### src/rtl/param_counter_pkg.sv
// Shared types and constants for the parameterised up/down/bounce counter.
// Mode encoding matches the mode_i port bit patterns.
package param_counter_pkg;

   localparam int unsigned MODE_W = 2;

   typedef enum logic [MODE_W-1:0] {
      MODE_UP     = 2'b00,
      MODE_DOWN   = 2'b01,
      MODE_BOUNCE = 2'b10,
      MODE_HOLD   = 2'b11
   } cnt_mode_e;

   // Minimum of two unsigned values of equal width, used for clamped loads.
   function automatic logic [31:0] umin32(input logic [31:0] a, input logic [31:0] b);
      return (a < b) ? a : b;
   endfunction

endpackage

### src/rtl/param_counter_tick.sv
// Prescaler for param_counter: emits a one-cycle step tick on every
// PRESCALE-th enabled cycle and freezes while en_i is low.
module tick_gen #(
   parameter int unsigned PRESCALE = 1
) (
   input  logic clk,
   input  logic reset,
   input  logic en_i,
   input  logic clr_i,
   output logic tick_o
);

   localparam int unsigned PW = (PRESCALE > 1) ? $clog2(PRESCALE) : 1;
   localparam logic [PW-1:0] LAST = PW'(PRESCALE - 1);

   logic [PW-1:0] pcnt;
   logic          at_last;

   assign at_last = (pcnt == LAST);
   assign tick_o  = en_i && at_last;

   always_ff @(posedge clk or negedge reset) begin
      if (!reset) begin
         pcnt <= '0;
      end else if (clr_i) begin
         pcnt <= '0;
      end else if (en_i) begin
         if (at_last) begin
            pcnt <= '0;
         end else begin
            pcnt <= pcnt + 1'b1;
         end
      end
   end

endmodule

### src/rtl/param_counter.sv
// Parameterised counter with up, down, bounce and hold modes, saturate or
// wrap boundary policy, clamped load, terminal-count pulse and sticky flag.
module param_counter
   import param_counter_pkg::*;
#(
   parameter int unsigned WIDTH    = 8,
   parameter int unsigned PRESCALE = 1
) (
   input  logic              clk,
   input  logic              reset,
   input  logic              en_i,
   input  logic              clear_i,
   input  logic              load_i,
   input  logic [WIDTH-1:0]  load_val_i,
   input  logic [MODE_W-1:0] mode_i,
   input  logic              sat_i,
   input  logic [WIDTH-1:0]  max_i,
   output logic [WIDTH-1:0]  cnt_o,
   output logic              dir_o,
   output logic              tc_o,
   output logic              ovf_o
);

   logic             tick;
   logic             restart;
   cnt_mode_e        mode;

   logic [WIDTH-1:0] cnt_q, cnt_d;
   logic             dir_q, dir_d;
   logic             tc_q, tc_d;
   logic             ovf_q, ovf_d;
   logic             boundary;

   logic             below_max;
   logic             above_zero;
   logic             max_zero;
   logic [WIDTH-1:0] load_clamped;

   // Clear and load both restart the prescaler so the next step is a full interval away.
   assign restart = clear_i | load_i;
   assign mode    = cnt_mode_e'(mode_i);

   tick_gen #(
      .PRESCALE (PRESCALE)
   ) u_tick (
      .clk    (clk),
      .reset  (reset),
      .en_i   (en_i),
      .clr_i  (restart),
      .tick_o (tick)
   );

   assign below_max    = (cnt_q < max_i);
   assign above_zero   = (cnt_q != '0);
   assign max_zero     = (max_i == '0);
   assign load_clamped = (load_val_i < max_i) ? load_val_i : max_i;

   always_comb begin
      cnt_d    = cnt_q;
      dir_d    = dir_q;
      tc_d     = 1'b0;
      ovf_d    = ovf_q;
      boundary = 1'b0;

      if (clear_i) begin
         cnt_d = '0;
         dir_d = 1'b1;
         ovf_d = 1'b0;
      end else if (load_i) begin
         cnt_d = load_clamped;
      end else if (tick) begin
         unique case (mode)
            MODE_UP: begin
               dir_d = 1'b1;
               if (below_max) begin
                  cnt_d = cnt_q + 1'b1;
               end else begin
                  boundary = 1'b1;
                  cnt_d    = sat_i ? max_i : '0;
               end
            end
            MODE_DOWN: begin
               dir_d = 1'b0;
               if (above_zero) begin
                  cnt_d = cnt_q - 1'b1;
               end else begin
                  boundary = 1'b1;
                  cnt_d    = sat_i ? '0 : max_i;
               end
            end
            MODE_BOUNCE: begin
               // At a limit the flip and the reverse step happen in the same tick;
               // an over-range count is pulled back to max_i-1 on the way down.
               if (dir_q) begin
                  if (below_max) begin
                     cnt_d = cnt_q + 1'b1;
                  end else begin
                     boundary = 1'b1;
                     dir_d    = 1'b0;
                     cnt_d    = max_zero ? '0 : max_i - 1'b1;
                  end
               end else begin
                  if (above_zero) begin
                     cnt_d = cnt_q - 1'b1;
                  end else begin
                     boundary = 1'b1;
                     dir_d    = 1'b1;
                     cnt_d    = max_zero ? '0 : WIDTH'(1);
                  end
               end
            end
            MODE_HOLD: begin
               cnt_d = cnt_q;
            end
            default: begin
               cnt_d = cnt_q;
            end
         endcase

         if (boundary) begin
            tc_d  = 1'b1;
            ovf_d = 1'b1;
         end
      end
   end

   always_ff @(posedge clk or negedge reset) begin
      if (!reset) begin
         cnt_q <= '0;
         dir_q <= 1'b1;
         tc_q  <= 1'b0;
         ovf_q <= 1'b0;
      end else begin
         cnt_q <= cnt_d;
         dir_q <= dir_d;
         tc_q  <= tc_d;
         ovf_q <= ovf_d;
      end
   end

   assign cnt_o = cnt_q;
   assign dir_o = dir_q;
   assign tc_o  = tc_q;
   assign ovf_o = ovf_q;

endmodule

### config.mk
export PLATFORM = sky130hd
export DESIGN_NAME = param_counter
export DESIGN_NICKNAME = d
export VERILOG_FILES = /design/src/rtl/param_counter_pkg.sv /design/src/rtl/param_counter_tick.sv /design/src/rtl/param_counter.sv
export SDC_FILE = /design/constraint.sdc
export NUM_CORES = 1
export LEC_CHECK = 0
export CAP_MARGIN = 40
export CELL_PAD_IN_SITES_DETAIL_PLACEMENT = 1
export CELL_PAD_IN_SITES_GLOBAL_PLACEMENT = 2
export CORE_MARGIN = 4
export CORE_UTILIZATION = 32
export CTS_CLUSTER_DIAMETER = 200
export CTS_CLUSTER_SIZE = 16
export DETAILED_ROUTE_END_ITERATION = 7
export GPL_TIMING_DRIVEN = 0
export PLACE_DENSITY_LB_ADDON = 0.1
export SLEW_MARGIN = 20
export SYNTH_ARGS = -nofsm -noshare
export SYNTH_HDL_FRONTEND = slang
export SYNTH_SLANG_ARGS = --single-unit
### constraint.sdc
create_clock -name clk -period 3.05 [get_ports clk]
set_input_delay 0.4575 -clock clk [delete_from_list [all_inputs] [get_ports clk]]
set_output_delay 0.4575 -clock clk [all_outputs]
set_load 0.05 [all_outputs]
# Word level (Yosys, flattened, before mapping)
# Cells that the tools add are included.
# op_classes
addsub	4
multipliers	0
n_div	0
n_lt_le_gt_ge	2
n_eq_ne	5
n_shift	0
n_mux	38
n_bitwise	2
reduce_logical	12
# ops
cell	count
8-bit 2-to-1 mux	12
8-bit case mux with 3 select lines	1
1-bit 2-to-1 mux	23
8-bit < comparator	2
8-bit by 1-bit subtractor with 8-bit output, second input constant	2
8-bit by 1-bit adder with 8-bit output, second input constant	1
8-bit zero test	1
8-bit nonzero test	1
1-bit case mux with 3 select lines	2
3-bit AND reduction	2
2-bit nonzero test	3
2-bit == test, second input constant	2
4-bit nonzero test	1
3-bit != test, second input constant	1
3-bit nonzero test	1
2-bit by 1-bit == test with 1-bit output, second input constant	1
2-bit zero test	1
2-bit != test, second input constant	1
2-bit AND reduction	1
1-bit adder, second input constant	1
1-bit logical AND	1
1-bit NOT	1
1-bit bitwise OR	1
# totals
ff_bits	12
latch_bits	0
ram_bits	0
romBits	0
input_bits	24
output_inout_bits	11
word_cells	68
memories	0

# Logic depth before layout (Yosys ltp)
# Gate-level depths: netlist of the first run.
# depth
depth_word	11
mapped_depth	10
mapped_depth_nobuf	8

# Hierarchy
# A second synthesis of the first run with hierarchy kept.
# unflattened
cells_unflattened	251
hier_area_um2	1925.6
# modules_own_cells
mod	n_inst	cells_per_inst	area_per_inst_um2	seq_area_each_um2
param_counter	1	250	1918.1	276.5
tick_gen	1	1	7.5	0.0

# Worst setup path after synthesis of the first run
# Ideal clock, no wire load.
# synth_timing
path_type	input to register
from	in max_i[1]
to	reg cnt_q[1], in the netlist cnt_o[1]
setup_time_ns	0.140
t_arrival_ns	2.487
t_required_ns	2.910
path_slack_ns	0.423
path_stages	9
n_path_buf	2
cell_sequence	clkbuf_1 -> inv_1 -> ha_1 -> a2111oi_4 -> o211ai_1 -> buf_4 -> mux2i_1 -> a2111oi_0 -> a211oi_1
# synth_between
elab_chain_cells	8
elab_cells_between_ends	16
cone_classes	add/sub: 1; order compare: 2; mux: 12; reduce/logical: 1
# synth_rtl
element	line_no	source
start, declared	param_counter.sv:17	input logic [WIDTH-1:0] max_i,
8-bit by 1-bit subtractor with 8-bit output / 8-bit zero test (equally long branches)	param_counter.sv:100, param_counter.sv:55	
8-bit 2-to-1 mux	param_counter.sv:100	cnt_d = max_zero ? '0 : max_i - 1'b1;
8-bit 2-to-1 mux	param_counter.sv:95	if (below_max) begin
8-bit 2-to-1 mux	param_counter.sv:94	if (dir_q) begin
8-bit case mux with 3 select lines	param_counter.sv:72	unique case (mode)
8-bit 2-to-1 mux	param_counter.sv:71	end else if (tick) begin
8-bit 2-to-1 mux *	param_counter.sv:69	end else if (load_i) begin
8-bit 2-to-1 mux *	param_counter.sv:65	if (clear_i) begin
end signal, assigned	param_counter.sv:134	cnt_q <= cnt_d;
end, declared	param_counter.sv:28	logic [WIDTH-1:0] cnt_q, cnt_d;
# Every way passes the cells marked *; elsewhere a longest branch is shown, timed or not. The select of a mux whose other input is x is not followed.
# A chain may end at the register's enable or synchronous reset.

# Worst setup path in the final report of the first run
# layout_timing
from	in max_i[3]
to	reg cnt_q[6], in the netlist cnt_o[6]
# Same word-level chain as after synthesis.

==> summary.txt, run 1 <==
Cells and area
  • Fin cells: 381
  • Layout cells sized above 1: 11.2%
  • Final #Nets: 353
  • N_diodes: 0
  • Post-Layout Inst Area: around 0.0026 mm2
  • FILL cells: 805
  • Synth-to-Final Area Change: 26.5%

Worst setup path
  • Crit Path Category: primary input to flip-flop
  • Required time of the critical path: 3160 ps
  • Reg2Reg Capture Point: cnt_o[6]
  • Worst Path Arrival: 3070 ps
  • Crit start category: primary input
  • R2R depth: 7
  • Crit end category: flip-flop
  • Critical R2R Launch: cnt_o[1]
  • Worst-path maximum fanout: 7
  • Reg-to-reg slack, setup: 330 ps

Clock network
  • Clk Latency, worst-skew pair: 240 ps
  • Root buffer cell: clkbuf_8
  • TritonCTS clock tree: yes
  • Sink Count: 11
  • # hold bufs at CTS: 0
  • Htree depth: 1
  • Max Root-Sink Buffers: 2
  • Clock slew at reported path FFs: 50 ps
  • CTS buffer count: 3

Hold path
  • Hold path depth: 1
  • Hold Crit Endpoint: ovf_o
  • Hold wc startpoint: ovf_o
  • Worst hold path class: flip-flop to flip-flop

Timing
  • Tmin final: 2960 ps
  • Final setup fails: 0
  • Worst clock skew: 1.53 ps
  • Final max-slew violation count: 0
  • Final worst-path cycle share: approximately 97%
  • Fin. Hold Viols: 0
  • Worst-margin pin slew: 705 ps
  • Fmax: 338 MHz
  • Slew HR: 52.8%

Placement
  • DP Area: approximately 0.0025 mm2
  • DP HPWL: 6320 um
  • Placer Congestion: 0.832
  • PortBufs: 32
  • Placed insts: 374

Route
  • WL/cell: a little over 20 um
  • Detailed-router iteration count before antenna repair: 5
  • DRT antenna net count: 0
  • Vias: between 2000 and 2500
  • Via density: 5.91
  • Initial DRC count: 96
  • DRC violations left: 0
  • Routed wire length: 7870 um

Power
  • VDD IR max: roughly 0.19 mV
  • Power density over the cells: 330 mW/mm2
  • Static Leak: roughly 1.1 nW

Synthesis
  • Yosys synthesis warning count: 0
  • Mapped Area: 0.00207 mm2
  • Post-Syn Instances: 263
  • Number of different library cells in the post-synthesis netlist: 61
  • Syn_nets: roughly 310
  • Synth Flop Type: dfrtp_1
  • Post-synthesis sequential area ratio: 13.3%
  • FFs w/ async S/R, synth: 100%
  • Post-synth EDFFs: 0
  • #FFs+latches synth: 11
  • Post-Synthesis Mean Instance Area: about 7.9 um2

Floorplanning
  • Die Width: between 80 and 90 um
  • Row cnt: 29
  • I/O pins: 35
  • Die Y: 88.5 um
  • Initial Utilization: between 30% and 40%
  • Core box area: 0.00631 mm2
  • DIE AREA: approximately 0.008 mm2

Global route
  • Vias in the first global route: 2342
  • Global-route wire length before repair: 12600 um
  • Largest net degree at the start of global routing: 12
  • Initial antenna violation count: 0
  • Total GRT Usage: around a fifth
  • GRT Residual Overflow: 0

Job
  • Max_cap viols: 0

Outcome
  • Status: finished clean
==> sequential cells by signal, summed over array words and instances, names as in the netlist <==
| signal | cells |
|---|---|
| dir_o | 1 |
| cnt_o | 8 |
| ovf_o | 1 |
| tc_o | 1 |
==> cell usage after synthesis, types with 2 or more instances <==
cell type / count / area (um2)
nand2_1: 31 / 116
ha_1: 24 / 300
inv_1: 18 / 67.6
mux2i_1: 16 / 160
o211ai_1: 13 / 97.6
a21oi_1: 11 / 55.1
dfrtp_1: 10 / 250
nand3_1: 9 / 45.0
nor2_1: 8 / 30.0
nor3_1: 8 / 40.0
o21ai_0: 8 / 40.0
a21o_1: 6 / 45.0
nand2b_1: 6 / 37.5
o2111ai_1: 6 / 52.6
xnor2_1: 6 / 52.6
xor2_1: 6 / 52.6
clkbuf_1: 5 / 18.8
nor4_1: 5 / 31.3
a31oi_1: 4 / 25.0
buf_4: 4 / 30.0
buf_6: 4 / 45.0
nor2b_1: 3 / 18.8
o221ai_1: 3 / 26.3
o311ai_0: 3 / 26.3
or3_1: 3 / 18.8
a2111oi_0: 2 / 17.5
a311o_1: 2 / 20.0
and3_1: 2 / 12.5
nor3b_1: 2 / 15.0
o21a_1: 2 / 15.0
o21ai_1: 2 / 10.0
o311ai_1: 2 / 17.5
==> stage by stage <==
stage | setup TNS [ps] | hold WS [ps] | power (mW) | worst slack [ps] | utilization (%)
3_3_place_gp | -3250 | 470 | 0.684 | -615 | 39.4
2_1_floorplan | 0 | 162 | 0.519 | 423 | -
3_5_place_dp | -3260 | 468 | 0.688 | -622 | 39.7
4_1_cts | 0 | 491 | 0.855 | 24.2 | 40.9
5_1_grt | -3.27 | 511 | 0.930 | -3.27 | 41.5
6_report | 0 | 481 | 0.865 | 92.5 | 41.5
==> report_power, final <==
part | total, mW | switching (mW) | internal, mW
clock | 0.152 | 0.0600 | 0.0923
sequential | 0.182 | 0.0232 | 0.159
combinational | 0.530 | 0.312 | 0.218
==> how the worst max path moves through the flow <==
stage,start,endpoint,slack [ps],cells past startpoint
floorplan,max_i[1],cnt_o[1],420,9
global placement,max_i[6],cnt_o[1],-620,10
detailed placement,max_i[6],cnt_o[1],-620,10
CTS,max_i[7],cnt_o[1],20,10
global route,max_i[3],cnt_o[6],-3,9
finish,max_i[3],cnt_o[6],90,9
==> placed cells by master, fill, tap and decap left out, drive strengths merged, types with 3 or more instances in the layout <==
master	count
a21oi	11
a21o	6
o21ai	10
xnor2	6
nand2b	6
nor3	9
mux2i	16
a2111oi	3
o211ai	14
nand3	9
clkdlybuf4s50	30
nor2b	3
dfrtp	10
o221ai	3
or3	4
nor2	8
a31oi	4
clkbuf	9
buf	14
nor4	6
ha	24
nand2	31
and3	3
o311ai	5
xor2	6
inv	18
o2111ai	6
==> worst max-delay path, stage by stage <==
cell and delay, ps:
clkdlybuf4s50_1 640, inv_1 160, ha_1 310, a2111oi_4 430, o211ai_1 190, buf_4 170
mux2i_1 130, a2111oi_2 460, o311ai_1 130
==> logic make-up after synthesis <==
logic type,Yosys count,share of synthesized area [%]
AO/OA/AOI/OAI,76,27.7
multiplexers,16,7.73
buffers and inverters,34,8.39
adder cells (fa/ha/maj),24,14.5
AND/OR/NAND/NOR,90,23.3
XOR/XNOR,12,5.07
flip-flops,11,13.3
==> repair_timing <==
item | CTS | global route
endpoints found under the setup margin | 8 | 4
pin swaps | 1 | 2
buffers inserted | 0 | 3
resized for setup | 8 | 8
==> layer usage <==
layer	up-vias	track usage [%]	share of wire [%]
li1	1072	-	-
met1	1123	29.2	48
met2	43	34.8	47
met3	12	2.79	2.7
met4	0	4.53	2.2
met5	-	0	0
==> final cells by class <==
class	count	area, um2	share of cell area (%)
plain buffers	15	109	4.15
inverters	19	71.3	2.72
clock buffers	4	45.0	1.72
multi-input cells	218	1660	63.3
well taps	77	96.3	3.68
repair buffers	37	363	13.8
flip-flops and latches	11	277	10.5
Note: power is estimated with default switching activity, not from simulation.
==> run 2, diff against run 1 <==
--- a/config.mk
+++ b/config.mk
@@ -5,11 +5,12 @@
 export SDC_FILE = /design/constraint.sdc
 export NUM_CORES = 1
 export LEC_CHECK = 0
+export ABC_AREA = 1
 export CAP_MARGIN = 40
 export CELL_PAD_IN_SITES_DETAIL_PLACEMENT = 1
 export CELL_PAD_IN_SITES_GLOBAL_PLACEMENT = 2
 export CORE_MARGIN = 4
-export CORE_UTILIZATION = 32
+export CORE_UTILIZATION = 28
 export CTS_CLUSTER_DIAMETER = 200
 export CTS_CLUSTER_SIZE = 16
 export DETAILED_ROUTE_END_ITERATION = 7
==> summary.txt, run 2 <==
Synthesis
  • Post-Synthesis Mean Instance Area: 5.71 um2 (-28%)
  • Post-synthesis sequential area ratio: 12.7% (-0.63 points)
  • Synth Flop Type: dfrtp_1
  • Post-Syn Instances: 381 (+45%)
  • Number of different library cells in the post-synthesis netlist: 36 (-41%)
  • Mapped Area: 0.00217 mm2 (+5.0%)
  • Synth area leader: nand2_1
  • Post-synth EDFFs: 0 (unchanged)
  • Syn_nets: 429 (+38%)
  • FFs w/ async S/R, synth: 100% (unchanged)
  • #FFs+latches synth: 11 (unchanged)
  • Share of the synthesized area in the top cell type: 25.0% (+11 points)
  • Dominant cells by area after synthesis: nand2_1 (25%), ha_1 (14%), nand3_1 (13%)
  • Count leader, synth: nand2_1
  • Most frequent cells after synthesis: nand2_1 (145), nand3_1 (56), inv_1 (37)
  • Yosys synthesis warning count: 0 (unchanged)

Timing
  • Final max-slew violation count: 0 (unchanged)
  • Final worst-path cycle share: 87.8% (-9.2 points)
  • Tmin final: 2680 ps (-281 ps)
  • Fin. Hold Viols: 0 (unchanged)
  • Fmax: 374 MHz (+10%)
  • Worst clock skew: 5.92 ps (+4.39 ps)
  • Final hold slack: 504 ps (+22.6 ps)
  • RSZ-0062 raised after global routing: no
  • Post-route worst setup slack: 373 ps (+281 ps)
  • Final setup fails: 0 (unchanged)
  • Post-Route Setup TNS: 0 ps (unchanged)
  • Worst-margin pin slew: 622 ps (-82.6 ps)
  • Slew HR: 58.4% (+5.5 points)

Global route
  • Vias in the first global route: 2551 (+8.9%)
  • Initial antenna violation count: 0 (unchanged)
  • Largest net degree at the start of global routing: 12 (unchanged)
  • Global-route wire length before repair: 13000 um (+3.4%)
  • Total GRT Usage: 18.3% (-2.8 points)
  • GRT Residual Overflow: 0 (unchanged)

Worst setup path
  • Crit end category: flip-flop
  • Worst-path maximum fanout: 10 (+3)
  • Required time of the critical path: 3220 ps (+60 ps)
  • Crit start category: primary input
  • Crit Path Category: primary input to flip-flop
  • Worst Path Arrival: 2850 ps (-220 ps)

Job
  • Max_cap viols: 0 (unchanged)

Cells and area
  • FILL cells: 1009 (+25%)
  • Final #Nets: 468 (+33%)
  • Synth-to-Final Area Change: 23.5%
  • Register area: 277 um2 (unchanged)
  • N_diodes: 0 (unchanged)
  • Most common cell after layout, fill and taps aside: nand2_1
  • Layout cells sized above 1: 6.21% (-5.0 points)
  • Fin cells: 518 (+36%)
  • Post-Layout Inst Area: 0.00269 mm2 (+2.4%)
  • Multi-input logic area: 0.00168 mm2 (+1.2%)
  • Max reg flops: 8 (unchanged)
  • Commonest non-fill, non-tap cells in the layout: nand2_1 (145), nand3_1 (56), inv_1 (37)

Route
  • Routed wire length: 8120 um (+3.1%)
  • Initial DRC count: 90 (-6.3%)
  • WL/cell: 15.7 um (-24%)
  • DRT antenna net count: 0 (unchanged)
  • DRC violations left: 0 (unchanged)
  • Via density: 4.92 (-17%)
  • Vias: 2550 (+13%)
  • Detailed-router iteration count before antenna repair: 4 (-1)

Clock network
  • TritonCTS clock tree: yes
  • Root buffer cell: clkbuf_8
  • Clock slew at reported path FFs: 50 ps (about the same)
  • # hold bufs at CTS: 0 (unchanged)
  • Htree depth: 1 (unchanged)
  • Post-CTS Resized: 0 (-8)
  • Max Root-Sink Buffers: 2 (unchanged)
  • CTS buffer count: 3 (unchanged)
  • Postcts setup bufs: 0 (unchanged)
  • Sink Count: 11 (unchanged)
  • Clk Latency, worst-skew pair: 240 ps (about the same)

Floorplanning
  • Initial Utilization: 29.4% (-3.5 points)
  • Die Width: 96.1 um (+8.7%)
  • Die Y: 96.1 um (+8.7%)
  • DIE AREA: 0.00924 mm2 (+18%)
  • Row cnt: 31 (+6.9%)
  • Core box area: 0.00741 mm2 (+17%)
  • I/O pins: 35 (unchanged)

Hold path
  • Worst hold path class: flip-flop to flip-flop

Placement
  • DP Area: 0.00264 mm2 (+5.4%)
  • PortBufs: 34 (+6.3%)
  • DP HPWL: 6850 um (+8.4%)
  • Setup WS pre-CTS: 140 ps (+762 ps)
  • Placer Congestion: 0.812 (-2.5%)
  • Placed insts: 514 (+37%)

Outcome
  • Status: finished clean

Power
  • Power density over the cells: 359 mW/mm2 (+8.9%)
  • Static Leak: 1.40 nW (+28%)
  • VDD IR max: 0.405 mV (+110%)
[run 2: cell types whose count changed after synthesis, sizes merged, moves of 6 or more]
cell / change
nand2: +119
nand3: +48
nor2: +26
inv: +21
mux2i: -16
o211ai: -13
nand3b: +8
nor3: -8
nand2b: -6
nand4: +6
nor4: -6
o2111ai: -6
[run 2: cell type report]
type,instances,share of cell area (%)
inverter,40,5.59
clock inverter,1,0.186
clock buffer,3,1.54
timing repair buffer,34,12.7
multi-input combinational,320,62.6
sequential,11,10.3
tap,99,4.61
buffer,10,2.52
[run 2: final timing paths]
path	slack [ps]	cells after the start	endpoint	from
worst max-delay path	370	15	cnt_o[3]	max_i[7]
worst min-delay path	500	2	ovf_o	ovf_o
worst max register to register	850	13	cnt_o[3]	cnt_o[0]
worst min register to register	500	2	ovf_o	ovf_o
max in group asynchronous	2160	1	dir_o	reset
min in group asynchronous	550	1	cnt_o[1]	reset
[run 2: logic make-up after synthesis]
family	after synthesis	synth area share [%]
AOI/OAI and AO/OA	31	7.94
DFF	11	12.7
xor gates and xnor gates	6	2.42
buffers and inverters	50	10.0
adders and majority gates	24	13.8
and+or+nand+nor	259	53.1
[run 2: worst max-delay path, cell delays in order]
cell	delay, ps
clkdlybuf4s50_1	580
inv_1	170
ha_1	340
a21oi_1	170
o21a_1	160
buf_6	160
nand2_8	80
buf_8	150
nand2_1	70
nand3_1	70
nand2_1	70
nand3_1	120
nand2_1	130
nand2_1	60
nand2_1	70
[run 2: metal layers]
layer	global-route usage (%)	vias to the layer above	share of wire (%)
li1	-	1305	-
met2	32.0	30	49
met3	1.33	2	2.4
met5	0	-	0
met4	1.54	0	0.35
met1	25.3	1213	48
[run 2: power breakdown]
group	leakage, nW	switching, mW	internal, mW
sequential	0.142	0.0299	0.163
clock	0.0255	0.0538	0.0896
combinational	1.23	0.403	0.224
[run 2: through the flow]
stage | utilization [%] | power, mW
floorplan | - | 0.624
global placement | 35.6 | 0.823
detailed placement | 35.6 | 0.830
CTS | 36.2 | 0.979
global route | 36.2 | 1.06
finish | 36.2 | 0.964
==> variant, RTL diff (flow settings as in run 2) <==
The output `tc_o` loses its register stage (`tc_q` becomes a continuous assignment).
--- a/src/rtl/param_counter.sv
+++ b/src/rtl/param_counter.sv
@@ -129,13 +129,13 @@
          cnt_q <= '0;
          dir_q <= 1'b1;
-         tc_q  <= 1'b0;
          ovf_q <= 1'b0;
       end else begin
          cnt_q <= cnt_d;
          dir_q <= dir_d;
-         tc_q  <= tc_d;
          ovf_q <= ovf_d;
       end
    end
+
+   assign tc_q = tc_d;
 
    assign cnt_o = cnt_q;
Check against the original RTL: not equivalent (a bounded check fails within 4 cycles, from zero or initial values and one cycle with reset low).
==> variant against run 2 <==
- cell count is 10% lower
- wire length is 8.6% lower
- clock skew is 4.2 ps lower
- sequential cell count is 1 lower
- power is 0.80% lower
- final area is 6.1% lower
- worst setup slack worse by 120 ps
- clock power is 17% higher
- synthesized area is 9.7% lower
- critical path depth is 2 lower
==> variant: results (changes against run 2) <==
Parameter                              Value

Finish
  Sequential cell area ... 251 um^2 (-9.0%)
  Multi-input gates ... 271 (-15%)
  # clk buffers ... 4 (+1)
  Non-clock inverter count in the final layout ... 41 (+2.5%)
  Proportion of layout cells with a drive suffix above 1 ... 11.1% (+4.9 points)
  Post-route cell area ... 0.00252 mm^2 (-6.1%)
  Final clock-cell share ... 2.18% (+0.46 points)
  Total area of multi-input combinational cells ... 0.00154 mm^2 (-8.6%)
  Final non-filler cell total ... 465 (-10%)
  Fill cells ... 903 (-11%)
  Number of ordinary and repair buffers in the finished layout ... 43 (-2.3%)
  Non-clock buffers, area share ... 16.0% (+0.83 points)

Synth
  Net Count, Synth ... 374 (-13%)
  Syn Area/Cell ... 6.02 um^2 (+5.5%)
  Sequential fraction of the synthesis area ... 12.8% (+0.095 points)
  Yosys cell types ... 34 (-5.6%)
  Leading post-synthesis cells by cell area ... sky130_fd_sc_hd__nand2_1 20%, sky130_fd_sc_hd__ha_1 15%, sky130_fd_sc_hd__dfrtp_1 11%, sky130_fd_sc_hd__inv_1 6.7%, sky130_fd_sc_hd__a21oi_1 6.4%

Power
  Design Power ... 956 uW (-0.80%)
  Cell leakage power ... 1.25 nW (-11%)
  Net Sw Frac ... 50.3% (-0.27 points)
  Peak supply drop ... 0.295 mV (-27%)
  Power of the combinational group ... 595 uW (-5.1%)
  Fraction of power consumed by the clock network ... 17.6% (+2.7 points)

Global routing
  Pin count of the biggest net entering global routing ... 11 (-1)
  Via count of the first global-routing pass ... 2243 (-12%)
  Aggregate global-route resource usage ... 18.0% (-0.31 points)

Clocking
  Clock latency of the later-clocked register in the worst-skew pair ... 240 ps (about the same)

Place
  Worst setup slack after placement ... -793 ps (-934 ps)
  # placed instances ... 456 (-11%)
  Post-detailed-placement cell area ... 0.00242 mm^2 (-8.2%)
  Post-DP HPWL ... 5910 um (-14%)
  Final estimated routing congestion in global placement ... 0.824 (+1.5%)

Floorplanning
  Total number of tap cells ... 96 (-3.0%)

Drt
  Iter 0 DRT Violations ... 129 (+43%)
  Detailed-router iteration count before antenna repair ... 4 (unchanged)
  Ratio of routed vias to standard cells ... 4.78 (-2.9%)
  Routed Wire Length ... 7420 um (-8.6%)

Min path
  Min-delay worst type ... input pin to async pin

STA
  Setup skew after layout ... 1.73 ps (-4.19 ps)
  Actual slew at the worst max-slew pin ... 670 ps (+48.3 ps)

Worst setup path
  Largest delay contributor family on the critical path ... buffers and inverters
  Data arrival at the endpoint of the critical path ... 2340 ps (-510 ps)
  Max stage delay cell, worst path ... sky130_fd_sc_hd__dlygate4sd2_1

Run status
  Outcome ... finished, final reports clean
-- variant: changes by cell type in the layout (fill, tap and decap cells not counted), moves of 5 or more --
cell / delta
sky130_fd_sc_hd__a21oi_1: +10
sky130_fd_sc_hd__buf_4: +5
sky130_fd_sc_hd__clkdlybuf4s50_1: -8
sky130_fd_sc_hd__dlygate4sd2_1: +6
sky130_fd_sc_hd__inv_1: -9
sky130_fd_sc_hd__inv_2: +9
sky130_fd_sc_hd__nand2_1: -43
sky130_fd_sc_hd__nand3_1: -34
sky130_fd_sc_hd__nand3b_1: -8
sky130_fd_sc_hd__nor2_1: -6
sky130_fd_sc_hd__o211ai_1: +8
sky130_fd_sc_hd__o21ai_0: +13
sky130_fd_sc_hd__xor2_1: +5
-- variant: per-layer routing --
metal	GRT usage (%)	vias to the layer above	share of wire (%)
li1	-	1164	-
met1	25.9	1018	49
met2	30.2	38	48
met3	1.89	2	3.1
met4	1.11	0	0.11
met5	0	-	0
-- variant: final timing paths --
kind                            slack (ps)  endpoint  depth (start not counted)  startpoint
worst max-delay path                   250      tc_o                         13    max_i[4]
worst min-delay path                   550     ovf_o                          1       reset
worst max register to register         770  cnt_o[1]                         14    cnt_o[3]
worst min register to register         560     ovf_o                          2       ovf_o
max in group asynchronous             2160     dir_o                          1       reset
min in group clk                       560     ovf_o                          2       ovf_o
-- variant: logic make-up (layout without fill, tap and decap cells) --
kind of cell	Yosys count	after routing	synth area share, %
adder cells (fa/ha/maj)	24	24	15.3
flip-flops	10	10	12.8
AND/OR/NAND/NOR	166	166	36.5
AO/OA/AOI/OAI	69	69	20.6
XOR/XNOR	12	12	5.35
buffers and inverters	45	88	9.37
-- variant: timing repair --
item                       4_1_cts  5_1_grt
buffers inserted                 4        1
setup endpoints to repair        1        1
pin swaps                        3        1
gates cloned                     0        0
resized for setup               21        3
